==> src/rtl/vga_timing_pkg.sv <==
// Shared raster timing constants (1080p60 defaults) and the count type used by the video pipeline.
package vga_timing_pkg;
  localparam int COUNT_W   = 12;
  localparam int MAX_TOTAL = 1 << COUNT_W;

  localparam int H_ACTIVE = 1920;
  localparam int H_FP     = 88;
  localparam int H_SYNC   = 44;
  localparam int H_BP     = 148;
  localparam int H_TOTAL  = H_ACTIVE + H_FP + H_SYNC + H_BP;

  localparam int V_ACTIVE = 1080;
  localparam int V_FP     = 4;
  localparam int V_SYNC   = 5;
  localparam int V_BP     = 36;
  localparam int V_TOTAL  = V_ACTIVE + V_FP + V_SYNC + V_BP;

  typedef logic [COUNT_W-1:0] count_t;
endpackage

==> src/rtl/timing_axis_gen.sv <==
// One raster axis: wrapping counter with registered sync/blank derived from the next count.
// wrap is combinational: high in the step cycle that returns the count to 0.
module timing_axis_gen
  import vga_timing_pkg::*;
#(
  parameter int ACTIVE   = 1920,
  parameter int FP       = 88,
  parameter int SYNC     = 44,
  parameter int BP       = 148,
  parameter bit SYNC_POS = 1'b1
) (
  input  logic   i_pclk,
  input  logic   i_rst,
  input  logic   i_step,
  output count_t count,
  output logic   sync,
  output logic   blank,
  output logic   wrap
);
  localparam int TOTAL = ACTIVE + FP + SYNC + BP;

  if (TOTAL > MAX_TOTAL) begin : g_total_check
    $error("timing_axis_gen: total of %0d exceeds %0d-bit count range", TOTAL, COUNT_W);
  end

  localparam count_t LAST       = count_t'(TOTAL - 1);
  localparam count_t ACTIVE_C   = count_t'(ACTIVE);
  localparam count_t SYNC_START = count_t'(ACTIVE + FP);
  localparam count_t SYNC_END   = count_t'(ACTIVE + FP + SYNC);

  count_t count_nxt;

  assign wrap = i_step && (count == LAST);

  always_comb begin
    count_nxt = count;
    if (wrap)        count_nxt = '0;
    else if (i_step) count_nxt = count + count_t'(1);
  end

  // Flags follow count_nxt so they always describe the pixel registered alongside them.
  always_ff @(posedge i_pclk or posedge i_rst) begin
    if (i_rst) begin
      count <= '0;
      blank <= 1'b0;
      sync  <= ~SYNC_POS;
    end else if (i_step) begin
      count <= count_nxt;
      blank <= (count_nxt >= ACTIVE_C);
      sync  <= ((count_nxt >= SYNC_START) && (count_nxt < SYNC_END)) ? SYNC_POS : ~SYNC_POS;
    end
  end
endmodule

==> src/rtl/vga_timing_gen.sv <==
// Free-running raster timing source for the pixel pipeline; all outputs registered.
// Optional o_frame_cnt frame counter is built when VGA_TIMING_FRAME_CNT_EN is defined.
module vga_timing_gen
  import vga_timing_pkg::*;
#(
  parameter int H_ACTIVE = vga_timing_pkg::H_ACTIVE,
  parameter int H_FP     = vga_timing_pkg::H_FP,
  parameter int H_SYNC   = vga_timing_pkg::H_SYNC,
  parameter int H_BP     = vga_timing_pkg::H_BP,
  parameter int V_ACTIVE = vga_timing_pkg::V_ACTIVE,
  parameter int V_FP     = vga_timing_pkg::V_FP,
  parameter int V_SYNC   = vga_timing_pkg::V_SYNC,
  parameter int V_BP     = vga_timing_pkg::V_BP,
  parameter bit SYNC_POS = 1'b1
) (
  input  logic               i_pclk,
  input  logic               i_rst,
  input  logic               i_en,
  output logic [COUNT_W-1:0] o_hcount,
  output logic               o_hsync,
  output logic               o_hblnk,
  output logic [COUNT_W-1:0] o_vcount,
  output logic               o_vsync,
  output logic               o_vblnk,
  output logic               o_frame_start
`ifdef VGA_TIMING_FRAME_CNT_EN
  ,
  output logic [15:0]        o_frame_cnt
`endif
);
  logic h_wrap;
  logic v_wrap;

  timing_axis_gen #(
    .ACTIVE(H_ACTIVE), .FP(H_FP), .SYNC(H_SYNC), .BP(H_BP), .SYNC_POS(SYNC_POS)
  ) u_h_axis (
    .i_pclk(i_pclk), .i_rst(i_rst), .i_step(i_en),
    .count(o_hcount), .sync(o_hsync), .blank(o_hblnk), .wrap(h_wrap)
  );

  // h_wrap already includes i_en, so lines only advance on enabled line ends.
  timing_axis_gen #(
    .ACTIVE(V_ACTIVE), .FP(V_FP), .SYNC(V_SYNC), .BP(V_BP), .SYNC_POS(SYNC_POS)
  ) u_v_axis (
    .i_pclk(i_pclk), .i_rst(i_rst), .i_step(h_wrap),
    .count(o_vcount), .sync(o_vsync), .blank(o_vblnk), .wrap(v_wrap)
  );

  always_ff @(posedge i_pclk or posedge i_rst) begin
    if (i_rst)     o_frame_start <= 1'b0;
    else if (i_en) o_frame_start <= v_wrap;
  end

`ifdef VGA_TIMING_FRAME_CNT_EN
  always_ff @(posedge i_pclk or posedge i_rst) begin
    if (i_rst)       o_frame_cnt <= '0;
    else if (v_wrap) o_frame_cnt <= o_frame_cnt + 16'd1;
  end
`endif
endmodule

==> config.mk <==
export PLATFORM = sky130hd
export DESIGN_NAME = vga_timing_gen
export DESIGN_NICKNAME = d
export VERILOG_FILES = /design/src/rtl/vga_timing_pkg.sv /design/src/rtl/timing_axis_gen.sv /design/src/rtl/vga_timing_gen.sv
export SDC_FILE = /design/constraint.sdc
export NUM_CORES = 1
export LEC_CHECK = 0
export BUFFER_PORTS_ARGS = -buffer_cell sky130_fd_sc_hd__buf_2
export CORE_UTILIZATION = 45
export CTS_CLUSTER_DIAMETER = 100
export DETAILED_ROUTE_END_ITERATION = 8
export GPL_ROUTABILITY_DRIVEN = 0
export PLACE_DENSITY = 0.76
export SLEW_MARGIN = 10
export SYNTH_ARGS = -nofsm -noshare
export SYNTH_HDL_FRONTEND = slang
export SYNTH_SLANG_ARGS = --single-unit
==> constraint.sdc <==
create_clock -name i_pclk -period 2.7 [get_ports i_pclk]
set_input_delay 0.54 -clock i_pclk [delete_from_list [all_inputs] [get_ports i_pclk]]
set_output_delay 0.54 -clock i_pclk [all_outputs]
set_load 0.05 [all_outputs]
# Word level (Yosys, flattened, before mapping)
# Index checks and enable logic that the tools add are counted.
# totals
n_memories,0
mem_bits_ro,0
mem_bits_rw,0
wordCells,27
input_bits,3
reg_bits,29
output_inout_bits,29
latchBits,0
# classes
n_addsub,2
multipliers,0
reduce_logical,4
n_eq_ne,2
mux,6
bitwise,0
shift,0
div_mod_pow,0
magnitude_cmp,6
# op_table
op,count
$ge 12x11->1 const B,4
$mux 12,4
$add 12x1->12 const B,2
$eq 12x11->1 const B,1
$eq 12x12->1 const B,1
$lt 12x11->1 const B,1
$lt 12x12->1 const B,1
$logic_and 1x1->1,4
$mux 1,2

# Longest topological paths before layout
# Gate-level depths: netlist of the first run.
# logic_depth
depth_word,7
depth_mapped,9

# By module
# A second synthesis of the first run with hierarchy kept.
# unflattened
hier_cells,216
hier_area_um2,2026.9
# modules_own_cells
module,area_each_um2,cells_per_inst,instances
timing_axis_gen at u_v_axis,1008.5,106,1
timing_axis_gen at u_h_axis,974.7,107,1
vga_timing_gen,43.8,3,1

# Worst setup path after synthesis of the first run
# No wires, ideal clock.
# synth_timing
kind,register to register
start,register u_h_axis.count[0]
end,register u_v_axis.sync
n_path_buf,1
arrival_time_ns,2.413
setup_slack_ns,0.204
stages_incl_launch_ff,9
synth_period_minus_slack_ns,2.496
path_cell_list,dfrtp_1 > ha_1 > and4bb_1 > and4_4 > buf_6 > nand4_2 > xnor2_1 > or4b_1 > a22oi_2
# synth_via
elab_chain_cells,7
elab_cells_between_ends,9
cone_classes,2 x order compare; 1 x eq/ne; 3 x mux; 3 x reduce/logical
# synth_lines
element,line,text
from (decl),timing_axis_gen.sv:15,"output count_t count,"
from (signal assigned),timing_axis_gen.sv:48,count <= count_nxt;
$eq 12x12->1 *,timing_axis_gen.sv:33,assign wrap = i_step && (count == LAST);
$logic_and 1x1->1 *,timing_axis_gen.sv:33,
$mux 12 / $logic_and 1x1->1 (equally long branches),"timing_axis_gen.sv:38, timing_axis_gen.sv:33",
$mux 12,timing_axis_gen.sv:37,if (wrap) count_nxt = '0;
$ge 12x11->1 / $lt 12x11->1 (equally long branches),timing_axis_gen.sv:50,sync <= ((count_nxt >= SYNC_START) && (count_nxt < SYNC_END)) ? SYNC_POS : ~SYNC_POS;
$logic_and 1x1->1,timing_axis_gen.sv:50,
$mux 1,timing_axis_gen.sv:50,
to (signal assigned),timing_axis_gen.sv:46,sync <= ~SYNC_POS;
to (signal assigned),timing_axis_gen.sv:50,
to (decl),timing_axis_gen.sv:16,"output logic sync,"
# Every way passes the cells marked *; elsewhere a longest branch is shown, timed or not.
# A chain may end at the register's enable or synchronous reset.

# Worst setup path in the final report of the first run
# layout_timing
start,register u_h_axis.count[1]
end,register u_v_axis.sync
# The elaborated chain is that of the path after synthesis.

==> results of run 1 <==
-- per-stage QoR --
step	utilization [%]	hold slack, ps
final	54.9	315
after global routing	54.9	358
after CTS	54.9	324
after detailed placement	52.7	478
after global placement	52.7	460
after floorplan	-	618
-- worst max-delay path, cell delays in order, from the launching register on --
cell      delay (ps)
dfrtp_1          430
ha_1             240
and4bb_1         260
and4_4           400
nand4_2          130
xnor2_1          180
or4b_1           500
a22oi_2          130
-- final cells by class --
type	instances	area (µm²)	area share, %
clock inverter	2	10.0	0.487
clock buffer	6	72.6	3.53
tap	48	60.1	2.92
timing repair buffer	34	178	8.65
sequential	29	726	35.3
multi-input combinational	147	967	47.1
inverter	11	41.3	2.01
-- cells by family (layout without fill, tap and decap cells) --
| family | Yosys count | count (layout) | share of synthesized area (%) |
|---|---|---|---|
| DFF | 29 | 29 | 40.4 |
| muxes | 2 | 2 | 1.81 |
| adders and majority gates | 3 | 3 | 2.09 |
| AOI/OAI and AO/OA | 33 | 33 | 12.6 |
| buffers and inverters | 21 | 53 | 5.65 |
| and+or+nand+nor | 90 | 90 | 28.1 |
| xor gates and xnor gates | 19 | 19 | 9.27 |
-- power breakdown --
group | switching (mW) | leakage [nW] | internal [mW] | total, mW
Clock | 0.162 | 0.0450 | 0.178 | 0.340
Sequential | 0.0857 | 0.382 | 0.475 | 0.560
Combinational | 0.240 | 0.602 | 0.104 | 0.345
-- flip-flops by register name, summed over array words and instances, names as in the netlist --
signal	flops
o_frame_start	1
u_h_axis.blank	1
u_h_axis.count	12
u_h_axis.sync	1
u_v_axis.blank	1
u_v_axis.count	12
u_v_axis.sync	1
-- worst max path at each step --
stage / cells past startpoint / endpoint / slack, ps / startpoint
final: 7 / u_v_axis.sync$_DFFE_PP0N_ / 350 / u_h_axis.count[1]$_DFFE_PP0P_
after global routing: 7 / u_v_axis.sync$_DFFE_PP0N_ / 170 / u_h_axis.count[0]$_DFFE_PP0P_
after CTS: 7 / u_v_axis.sync$_DFFE_PP0N_ / 350 / u_h_axis.count[0]$_DFFE_PP0P_
after detailed placement: 7 / u_v_axis.sync$_DFFE_PP0N_ / 370 / u_h_axis.count[0]$_DFFE_PP0P_
after global placement: 7 / u_v_axis.sync$_DFFE_PP0N_ / 350 / u_v_axis.count[0]$_DFFE_PP0N_
after floorplan: 8 / u_v_axis.sync$_DFFE_PP0N_ / 200 / u_h_axis.count[0]$_DFFE_PP0P_
-- cell usage in the layout, fill, tap and decap left out, drive strengths merged, types with 3 or more instances in the layout --
cell     n
or3      3
and3     4
a21o     3
a21oi    7
nand3    7
and2     4
nor2    22
nand2   15
inv     11
clkbuf   6
nor3     6
o21ai    8
nand4   11
buf     34
ha       3
xor2     7
xnor2   12
nor2b    3
dfrtp   29
o31ai    3
-- layer usage --
metal	routed length, µm	global-route usage (%)	vias to the layer above
met5	0	0	-
met4	61	7.88	0
met2	1690	29.9	50
met3	265	4.51	6
met1	1840	29.5	731
li1	-	-	765
==> flow_summary.rst, run 1 <==
.. list-table::
   :header-rows: 1

   * - Metric
     - Value
   * - Setup-violating endpoint count in the final report
     - 0
   * - Fillcell total
     - 368
   * - Number of vias per cell
     - 5.60
   * - Layout area overhead
     - 14.5%
   * - Number of flip-flops and latches in the synthesized netlist
     - 29
   * - Antenna violation net count after detailed routing
     - 0
   * - Arrival time at the worst endpoint
     - 2560 ps
   * - Cells after DPL
     - 269
   * - Capturing point of the worst reg2reg path
     - u_v_axis.sync$_DFFE_PP0N_
   * - RSZ-0062 raised after global routing
     - no
   * - Number of max-cap violations
     - 0
   * - Status
     - completed
   * - Power per standard cell area
     - 606 nW/µm²
   * - Worst-Skew Late Latency
     - 280 ps
   * - Number of inserted diodes
     - 0
   * - Number of rows created at floorplan
     - 22
   * - Share of post-route cells with drive strength above 1
     - 20.5%
   * - Wire length of the first global-routing pass
     - 6610 µm
   * - Core footprint
     - 3740 µm²
   * - Most common flop cell mapped by yosys
     - dfrtp_1
   * - Iter 0 DRT Violations
     - 98
   * - TritonCTS clock tree
     - yes
   * - Starting utilization of the core area
     - 47.9%
   * - Critical path capture point type
     - flip-flop
   * - Required time of the critical path
     - 2910 ps
   * - Hold buffer count at cts
     - 0
   * - Dominant cell by count in the synthesized netlist
     - dfrtp_1
   * - DRC violation count after routing
     - 0
   * - Final hold viol count
     - 0
   * - Final worst path period need
     - 2350 ps
   * - Post-synth design cell area
     - 1790 µm²
   * - Fraction of registers with async set/reset
     - 100%
   * - Final sum of negative setup slack
     - 0 ps
   * - Pre-CTS worst setup slack
     - 371 ps
   * - Dominant cells by area after synthesis
     - dfrtp_1 (40%), xnor2_1 (5.9%), nor2_1 (4.6%)
   * - Number of nets produced by synthesis
     - 203
   * - Slack of the worst reg-to-reg path
     - 350 ps
   * - Number of flops mapped to enable cells by yosys
     - 0
   * - Area after detailed placement
     - 1970 µm²
   * - Post-Layout Inst Area
     - 2050 µm²
   * - Max Root-Sink Buffers
     - 2
   * - TritonCTS Buffers
     - 5
   * - Chip height
     - 65.1 µm
   * - Total clock sinks
     - 29
   * - Wire per inst
     - 13.9 µm
   * - # Post-CTS Setup Buffers
     - 0
   * - Leading cell types by count after synthesis
     - dfrtp_1 (29), nor2_1 (22), nand2_1 (15), xnor2_1 (12), inv_1 (11)
   * - Layout net count
     - 234
   * - Number of gates resized after cts
     - 0
   * - Critical R2R Launch
     - u_h_axis.count[1]$_DFFE_PP0P_
   * - Largest net degree at the start of global routing
     - 30
   * - Number of synthesis warnings
     - 0
   * - Avg Inst Size Synth
     - 9.11 µm²
   * - Wirelength, routed
     - 3850 µm
   * - Final period utilization
     - 87.0%
   * - Library cell with the largest summed area after synthesis
     - dfrtp_1
   * - Highest clock frequency the design can meet
     - 0.426 GHz
   * - Detailed-router iteration count before antenna repair
     - 4
   * - GR Util All Layers
     - 20.5%
   * - Number of standard cells in the layout, taps in and fillers out
     - 277
   * - Seq/Total Area, Yosys
     - 40.4%
   * - Overall overflow remaining after global route
     - 0
   * - Area share of the largest cell type after synthesis
     - 40.4%
   * - Clock tree root buffer cell
     - clkbuf_8
   * - Clock transition at path regs
     - 60 ps
   * - Horizontal extent of the die
     - 65.1 µm
   * - Total Die Area
     - 4240 µm²
   * - I/O pin count
     - 32
   * - Number of global-route vias before repair
     - 1379
   * - Peak supply drop
     - 0.400 mV
   * - H-Tree Depth
     - 2
   * - Final Max Tran Viols
     - 0
   * - Startpoint type of the worst setup path
     - flip-flop
   * - Post-synthesis instance total
     - 197
   * - Antenna violations before repair
     - 0
   * - Count of vias placed by the detailed router
     - 1552
   * - Distinct cells, synth
     - 49
   * - Tightest slew margin relative to the limit
     - 71.0%
   * - Critical Setup Path Class
     - reg -> reg
   * - Maximum fanout count along the critical path
     - 18
   * - Fin Clk Skew
     - 5.16 ps
   * - Slew at the pin with the worst max-slew slack
     - 429 ps
   * - # port buffers
     - 31
   * - Total leakage power
     - 1.03 nW
   * - Hpwl dp
     - 2840 µm
   * - Total power draw
     - 1.24 mW
   * - Worst min path class
     - in -> async
   * - R2R cell count
     - 7
   * - Min setup slack post-route
     - 352 ps
(Power assumes the default switching activity.)
==> inputs of run 2 (changes only) <==
- REMOVE_ABC_BUFFERS: not set -> 1
==> flow_summary.rst, run 2 (same netlist as run 1, synthesis figures left out) <==
.. list-table::
   :header-rows: 1

   * - Metric
     - Value
   * - DRC violation count after routing
     - 0
   * - Iter 0 DRT Violations
     - 81
   * - Number of vias per cell
     - 5.66
   * - Clk pwr share
     - 30.5%
   * - Clock transition at path regs
     - 70 ps
   * - Worst min path class
     - in -> async
   * - I/O pin count
     - 32
   * - Number of inserted diodes
     - 0
   * - Wire length of the first global-routing pass
     - 6890 µm
   * - Total power draw
     - 1.31 mW
   * - Fin Hold WS
     - 327 ps
   * - Fin Clk Skew
     - 6.20 ps
   * - Count of vias placed by the detailed router
     - 1573
   * - Overall overflow remaining after global route
     - 0
   * - Part of the power in combinational logic
     - 26.2%
   * - Layout net count
     - 235
   * - Number of global-route vias before repair
     - 1428
   * - Setup-violating endpoint count in the final report
     - 0
   * - TritonCTS clock tree
     - yes
   * - Met3 routed WL
     - 264 µm
   * - Top flop regs
     - u_h_axis.count: 12 flops, u_v_axis.count: 12 flops
   * - Wire length on met2
     - 1730 µm
   * - Total leakage power
     - 1.04 nW
   * - Share of post-route cells with drive strength above 1
     - 21.3%
   * - Number of gates resized after cts
     - 0
   * - Hpwl dp
     - 2860 µm
   * - Detailed-router iteration count before antenna repair
     - 4
   * - Most frequent cells in the layout
     - buf_2 (31), dfrtp_1 (29), nor2_1 (22)
   * - Worst-Skew Late Latency
     - 280 ps
   * - Area after detailed placement
     - 1980 µm²
   * - Final hold viol count
     - 0
   * - Status
     - completed
   * - Peak supply drop
     - 0.367 mV
   * - Clock tree root buffer cell
     - clkbuf_8
   * - Fillcell total
     - 345
   * - Highest clock frequency the design can meet
     - 0.428 GHz
   * - Number of rows created at floorplan
     - 22
   * - Slew at the pin with the worst max-slew slack
     - 376 ps
   * - Critical path capture point type
     - flip-flop
   * - Hold buffer count at cts
     - 0
   * - Final sum of negative setup slack
     - 0 ps
   * - Final Max Tran Viols
     - 0
   * - Wire per inst
     - 14.4 µm
   * - Arrival time at the worst endpoint
     - 2530 ps
   * - Chip height
     - 65.1 µm
   * - # port buffers
     - 31
   * - Max Root-Sink Buffers
     - 2
   * - Horizontal extent of the die
     - 65.1 µm
   * - Post-Layout Inst Area
     - 2080 µm²
   * - Wirelength, routed
     - 4010 µm
   * - GR Util All Layers
     - 21.5%
   * - Tightest slew margin relative to the limit
     - 74.6%
   * - Fraction of power spent switching nets
     - 38.1%
   * - DRT met1 WL
     - 1970 µm
   * - Final worst path period need
     - 2330 ps
   * - RSZ-0062 raised after global routing
     - no
   * - # Post-CTS Setup Buffers
     - 0
   * - Flop pwr share
     - 43.3%
   * - Critical Setup Path Class
     - reg -> reg
   * - TritonCTS Buffers
     - 5
   * - Antenna violation net count after detailed routing
     - 0
   * - Starting utilization of the core area
     - 47.9%
   * - Core footprint
     - 3740 µm²
   * - Total clock sinks
     - 29
   * - Power per standard cell area
     - 627 nW/µm²
   * - Total Die Area
     - 4240 µm²
   * - Number of max-cap violations
     - 0
   * - Startpoint type of the worst setup path
     - flip-flop
   * - Final period utilization
     - 86.5%
   * - Maximum fanout count along the critical path
     - 18
   * - Layout area overhead
     - 16.0%
   * - Antenna violations before repair
     - 0
   * - Final Core Density
     - 55.6%
   * - Required time of the critical path
     - 2900 ps
   * - Topmost layer with routed signal wires
     - met4
   * - H-Tree Depth
     - 2
   * - Most common cell after layout, fill and taps aside
     - buf_2
   * - Largest net degree at the start of global routing
     - 30
   * - Switching component of the power
     - 497 µW
   * - Internal power contribution
     - 808 µW
run 2: power by group through the flow:
stage                     clock, mW  sequential [mW]  combinational [mW]
after floorplan                   0            0.690               0.129
after global placement            0            0.571               0.342
after detailed placement          0            0.571               0.343
after CTS                     0.402            0.563               0.344
after global routing          0.429            0.574               0.370
final                         0.399            0.565               0.342
run 2: through the flow:
step	setup slack, ps	std cells
3_5_place_dp	408	270
3_3_place_gp	432	270
5_1_grt	225	278
4_1_cts	374	278
2_1_floorplan	139	187
6_report	365	278
run 2: area by class of cell:
cell class	count	area [µm²]	share of cell area [%]
multi-input cells	147	967	46.5
flip-flops and latches	29	726	34.9
repair buffers	35	185	8.90
clock buffers	7	96.3	4.63
well taps	48	60.1	2.89
inverters	11	41.3	1.98
clock inverters	1	5.00	0.241
run 2: critical path, stage by stage (launching register included):
cell and delay (ps):
dfrtp_1 440, ha_1 230, and4bb_1 260, and4_4 390
nand4_2 130, xnor2_1 170, or4b_1 500, a22oi_2 130
run 2: per-layer routing:
layer / vias to the layer above / global-route usage (%)
met4: 0 / 7.07
met2: 77 / 31.0
met5: - / 0
met3: 4 / 4.34
li1: 764 / -
met1: 728 / 32.0
run 2: path summary, 6_finish.rpt:
path / slack [ps] / start / endpoint / cells past startpoint
max reg2reg: 370 / u_h_axis.count[0]$_DFFE_PP0P_ / u_v_axis.sync$_DFFE_PP0N_ / 7
max: 370 / u_h_axis.count[0]$_DFFE_PP0P_ / u_v_axis.sync$_DFFE_PP0N_ / 7
max in group asynchronous: 2100 / i_rst / u_v_axis.count[7]$_DFFE_PP0N_ / 3
min in group i_pclk: 490 / o_frame_start$_DFFE_PP0P_ / o_frame_start$_DFFE_PP0P_ / 1
min reg2reg: 490 / o_frame_start$_DFFE_PP0P_ / o_frame_start$_DFFE_PP0P_ / 1
min: 330 / i_rst / u_h_axis.count[4]$_DFFE_PP0P_ / 3
==> inputs of run 3 (changes only) <==
- ABC_AREA: not set -> 1
- CORE_MARGIN: not set -> 2
- PLACE_DENSITY: 0.76 -> 0.75
- SYNTH_HIERARCHICAL: not set -> 1
==> flow_summary.rst, run 3 <==
.. list-table::
   :header-rows: 1

   * - Metric
     - Value
   * - Status
     - completed
   * - Hold buffer count at cts
     - 0
   * - Number of flip-flops and latches in the synthesized netlist
     - 29
   * - Antenna violation net count after detailed routing
     - 0
   * - # Post-CTS Setup Buffers
     - 0
   * - Fraction of registers with async set/reset
     - 100%
   * - Number of global-route vias before repair
     - 1666
   * - Highest cell delay on the worst timing path
     - 410 ps
   * - Most common cell after layout, fill and taps aside
     - nand2_1
   * - Core footprint
     - 4090 µm²
   * - Area share of the largest cell type after synthesis
     - 37.4%
   * - Detailed-router iteration count before antenna repair
     - 4
   * - Internal power contribution
     - 978 µW
   * - Total Die Area
     - 4860 µm²
   * - Highest clock frequency the design can meet
     - 0.432 GHz
   * - Final period utilization
     - 85.8%
   * - Tightest slew margin relative to the limit
     - 63.1%
   * - Clock transition at path regs
     - 70 ps
   * - Final Max Tran Viols
     - 0
   * - Number of synthesis warnings
     - 6
   * - Largest net degree at the start of global routing
     - 15
   * - Part of the power in combinational logic
     - 33.0%
   * - Dominant cells by area after synthesis
     - dfrtp_1 (37%), nand2_1 (15%), inv_1 (10%)
   * - Final hold viol count
     - 0
   * - Antenna violations before repair
     - 0
   * - Leading cell types by count after synthesis
     - nand2_1 (79), inv_1 (54), dfrtp_1 (29), nor2_1 (29), nand3_1 (25)
   * - Multiplexer area fraction after synthesis
     - 0%
   * - Post-synth design cell area
     - 1940 µm²
   * - Arithmetic-cell share of the synthesized area counting full adders, half adders and majority gates
     - 1.93%
   * - Top flop regs
     - u_h_axis/count: 12 flops, u_v_axis/count: 12 flops
   * - # port buffers
     - 31
   * - Critical R2R Launch
     - u_h_axis/count[0]$_DFFE_PP0P_
   * - Number of rows created at floorplan
     - 23
   * - Critical path capture point type
     - flip-flop
   * - Count of vias placed by the detailed router
     - 1817
   * - Critical Path Slowest Stage Cell
     - dfrtp_1
   * - Overall overflow remaining after global route
     - 0
   * - Maximum fanout count along the critical path
     - 11
   * - Fraction of power spent switching nets
     - 40.3%
   * - Setup-violating endpoint count in the final report
     - 0
   * - Capturing point of the worst reg2reg path
     - u_v_axis/blank$_DFFE_PP0P_
   * - Wire per inst
     - 11.8 µm
   * - Wire length of the first global-routing pass
     - 7320 µm
   * - Buffer and inverter count on the worst path
     - 1
   * - I/O pin count
     - 32
   * - Slew at the pin with the worst max-slew slack
     - 553 ps
   * - R2R cell count
     - 14
   * - Avg Inst Size Synth
     - 7.11 µm²
   * - Cell class contributing the biggest share of worst-path delay
     - simple AND/OR/NAND/NOR gates
   * - Most frequent cells in the layout
     - nand2_1 (79), inv_1 (54), buf_2 (31)
   * - Ordered list of cells on the worst path
     - ha_1, nand2_1, nor2_1, nand3_4, inv_1, nand2_2, nor2_4, nand3_2, nand2_1, nor2_4, nand3_1, nand2_1, nor2_1, nor2_1
   * - CP Depth
     - 14
   * - Switching component of the power
     - 659 µW
   * - H-Tree Depth
     - 2
   * - Fin Hold WS
     - 92.5 ps
   * - Distinct cells, synth
     - 22
   * - Peak supply drop
     - 0.432 mV
   * - Number of flops mapped to enable cells by yosys
     - 0
   * - DRC violation count after routing
     - 0
   * - Final sum of negative setup slack
     - 0 ps
   * - Total leakage power
     - 1.24 nW
   * - Number of inserted diodes
     - 0
   * - Number of vias per cell
     - 5.03
   * - TritonCTS clock tree
     - yes
   * - Share of post-route cells with drive strength above 1
     - 22.2%
   * - Fin Clk Skew
     - 6.06 ps
   * - Power per standard cell area
     - 717 nW/µm²
   * - Layout net count
     - 316
   * - RSZ-0062 raised after global routing
     - no
   * - Final worst path period need
     - 2320 ps
   * - Chip height
     - 69.7 µm
   * - Flop pwr share
     - 34.4%
   * - Library cell with the largest summed area after synthesis
     - dfrtp_1
   * - Horizontal extent of the die
     - 69.7 µm
   * - Max Root-Sink Buffers
     - 2
   * - Dominant cell by count in the synthesized netlist
     - nand2_1
   * - TritonCTS Buffers
     - 5
   * - Worst-Skew Late Latency
     - 280 ps
   * - Most common flop cell mapped by yosys
     - dfrtp_1
   * - Layout area overhead
     - 17.5%
   * - Startpoint type of the worst setup path
     - flip-flop
   * - Iter 0 DRT Violations
     - 93
   * - GR Util All Layers
     - 18.8%
   * - Number of gates resized after cts
     - 0
   * - Clock tree root buffer cell
     - clkbuf_8
   * - Number of max-cap violations
     - 0
   * - Slack of the worst reg-to-reg path
     - 380 ps
   * - Post-synthesis instance total
     - 273
   * - Arrival time at the worst endpoint
     - 2490 ps
   * - Worst min path class
     - in -> async
   * - Simple-Gate Fraction of Synth Area
     - 46.0%
   * - Required time of the critical path
     - 2880 ps
   * - Compound-cell area share of the yosys netlist
     - 1.74%
   * - Total clock sinks
     - 29
   * - Hpwl dp
     - 3330 µm
   * - Clk pwr share
     - 32.6%
   * - Starting utilization of the core area
     - 47.5%
   * - Seq/Total Area, Yosys
     - 37.4%
   * - Largest family of logic cells by synthesized area
     - simple AND/OR/NAND/NOR gates
   * - Share of the synthesized netlist area taken by xor and xnor gates
     - 1.35%
   * - Wirelength, routed
     - 4260 µm
   * - Critical Setup Path Class
     - reg -> reg
-- run 3: metal layers --
layer	GRT usage, %	part of all wire [%]	up-vias
met1	22.8	44	840
met2	31.2	49	43
met4	9.40	2.8	0
met3	4.36	4.0	10
met5	0	0	-
li1	-	-	924
-- run 3: metrics by stage --
step           cell area, µm²  worst slack, ps  utilization, %  cells  total power [mW]
2_1_floorplan            1920             29.0               -    271             0.984
3_5_place_dp             2150              210            52.6    353              1.11
6_report                 2280              383            55.8    361              1.64
3_3_place_gp             2150              253            52.6    353              1.11
5_1_grt                  2280              135            55.8    361              1.73
4_1_cts                  2280              352            55.8    361              1.66
-- run 3: cells by family (layout without fill, tap and decap cells) --
family | count (synthesis) | in the layout
AOI/OAI and AO/OA | 6 | 6
and+or+nand+nor | 175 | 175
adders and majority gates | 3 | 3
buffers and inverters | 57 | 95
DFF | 29 | 29
xor gates and xnor gates | 3 | 3
-- run 3: area by class of cell --
type / count / area [µm²]
fill: 420 / 1800
multi-input combinational: 187 / 991
sequential: 29 / 726
inverter: 55 / 206
timing repair buffer: 32 / 163
clock buffer: 5 / 68.8
clock inverter: 3 / 65.1
tap: 50 / 62.6
-- run 3: worst max path at each step --
stage / start / to / slack, ps
global route: u_h_axis/count[0]$_DFFE_PP0P_ / u_v_axis/blank$_DFFE_PP0P_ / 130
finish: u_h_axis/count[0]$_DFFE_PP0P_ / u_v_axis/blank$_DFFE_PP0P_ / 380
detailed placement: i_en / u_v_axis/blank$_DFFE_PP0P_ / 210
global placement: i_en / u_v_axis/blank$_DFFE_PP0P_ / 250
CTS: u_h_axis/count[0]$_DFFE_PP0P_ / u_v_axis/blank$_DFFE_PP0P_ / 350
floorplan: u_h_axis/count[0]$_DFFE_PP0P_ / u_v_axis/blank$_DFFE_PP0P_ / 30
-- run 3: worst register-to-register path: cells and delay by family (launching register included) --
| family | cells | cell delay [ps] |
|---|---|---|
| adder cells (fa/ha/maj) | 1 | 220 |
| buffers and inverters | 1 | 110 |
| AND/OR/NAND/NOR | 12 | 1440 |
| flip-flops | 1 | 410 |
-- run 3: power groups by stage --
stage / Clock [mW] / Sequential, mW / Combinational (mW)
global route: 0.571 / 0.576 / 0.588
global placement: 0 / 0.572 / 0.535
CTS: 0.551 / 0.563 / 0.543
finish: 0.534 / 0.563 / 0.540
floorplan: 0 / 0.750 / 0.235
detailed placement: 0 / 0.571 / 0.539
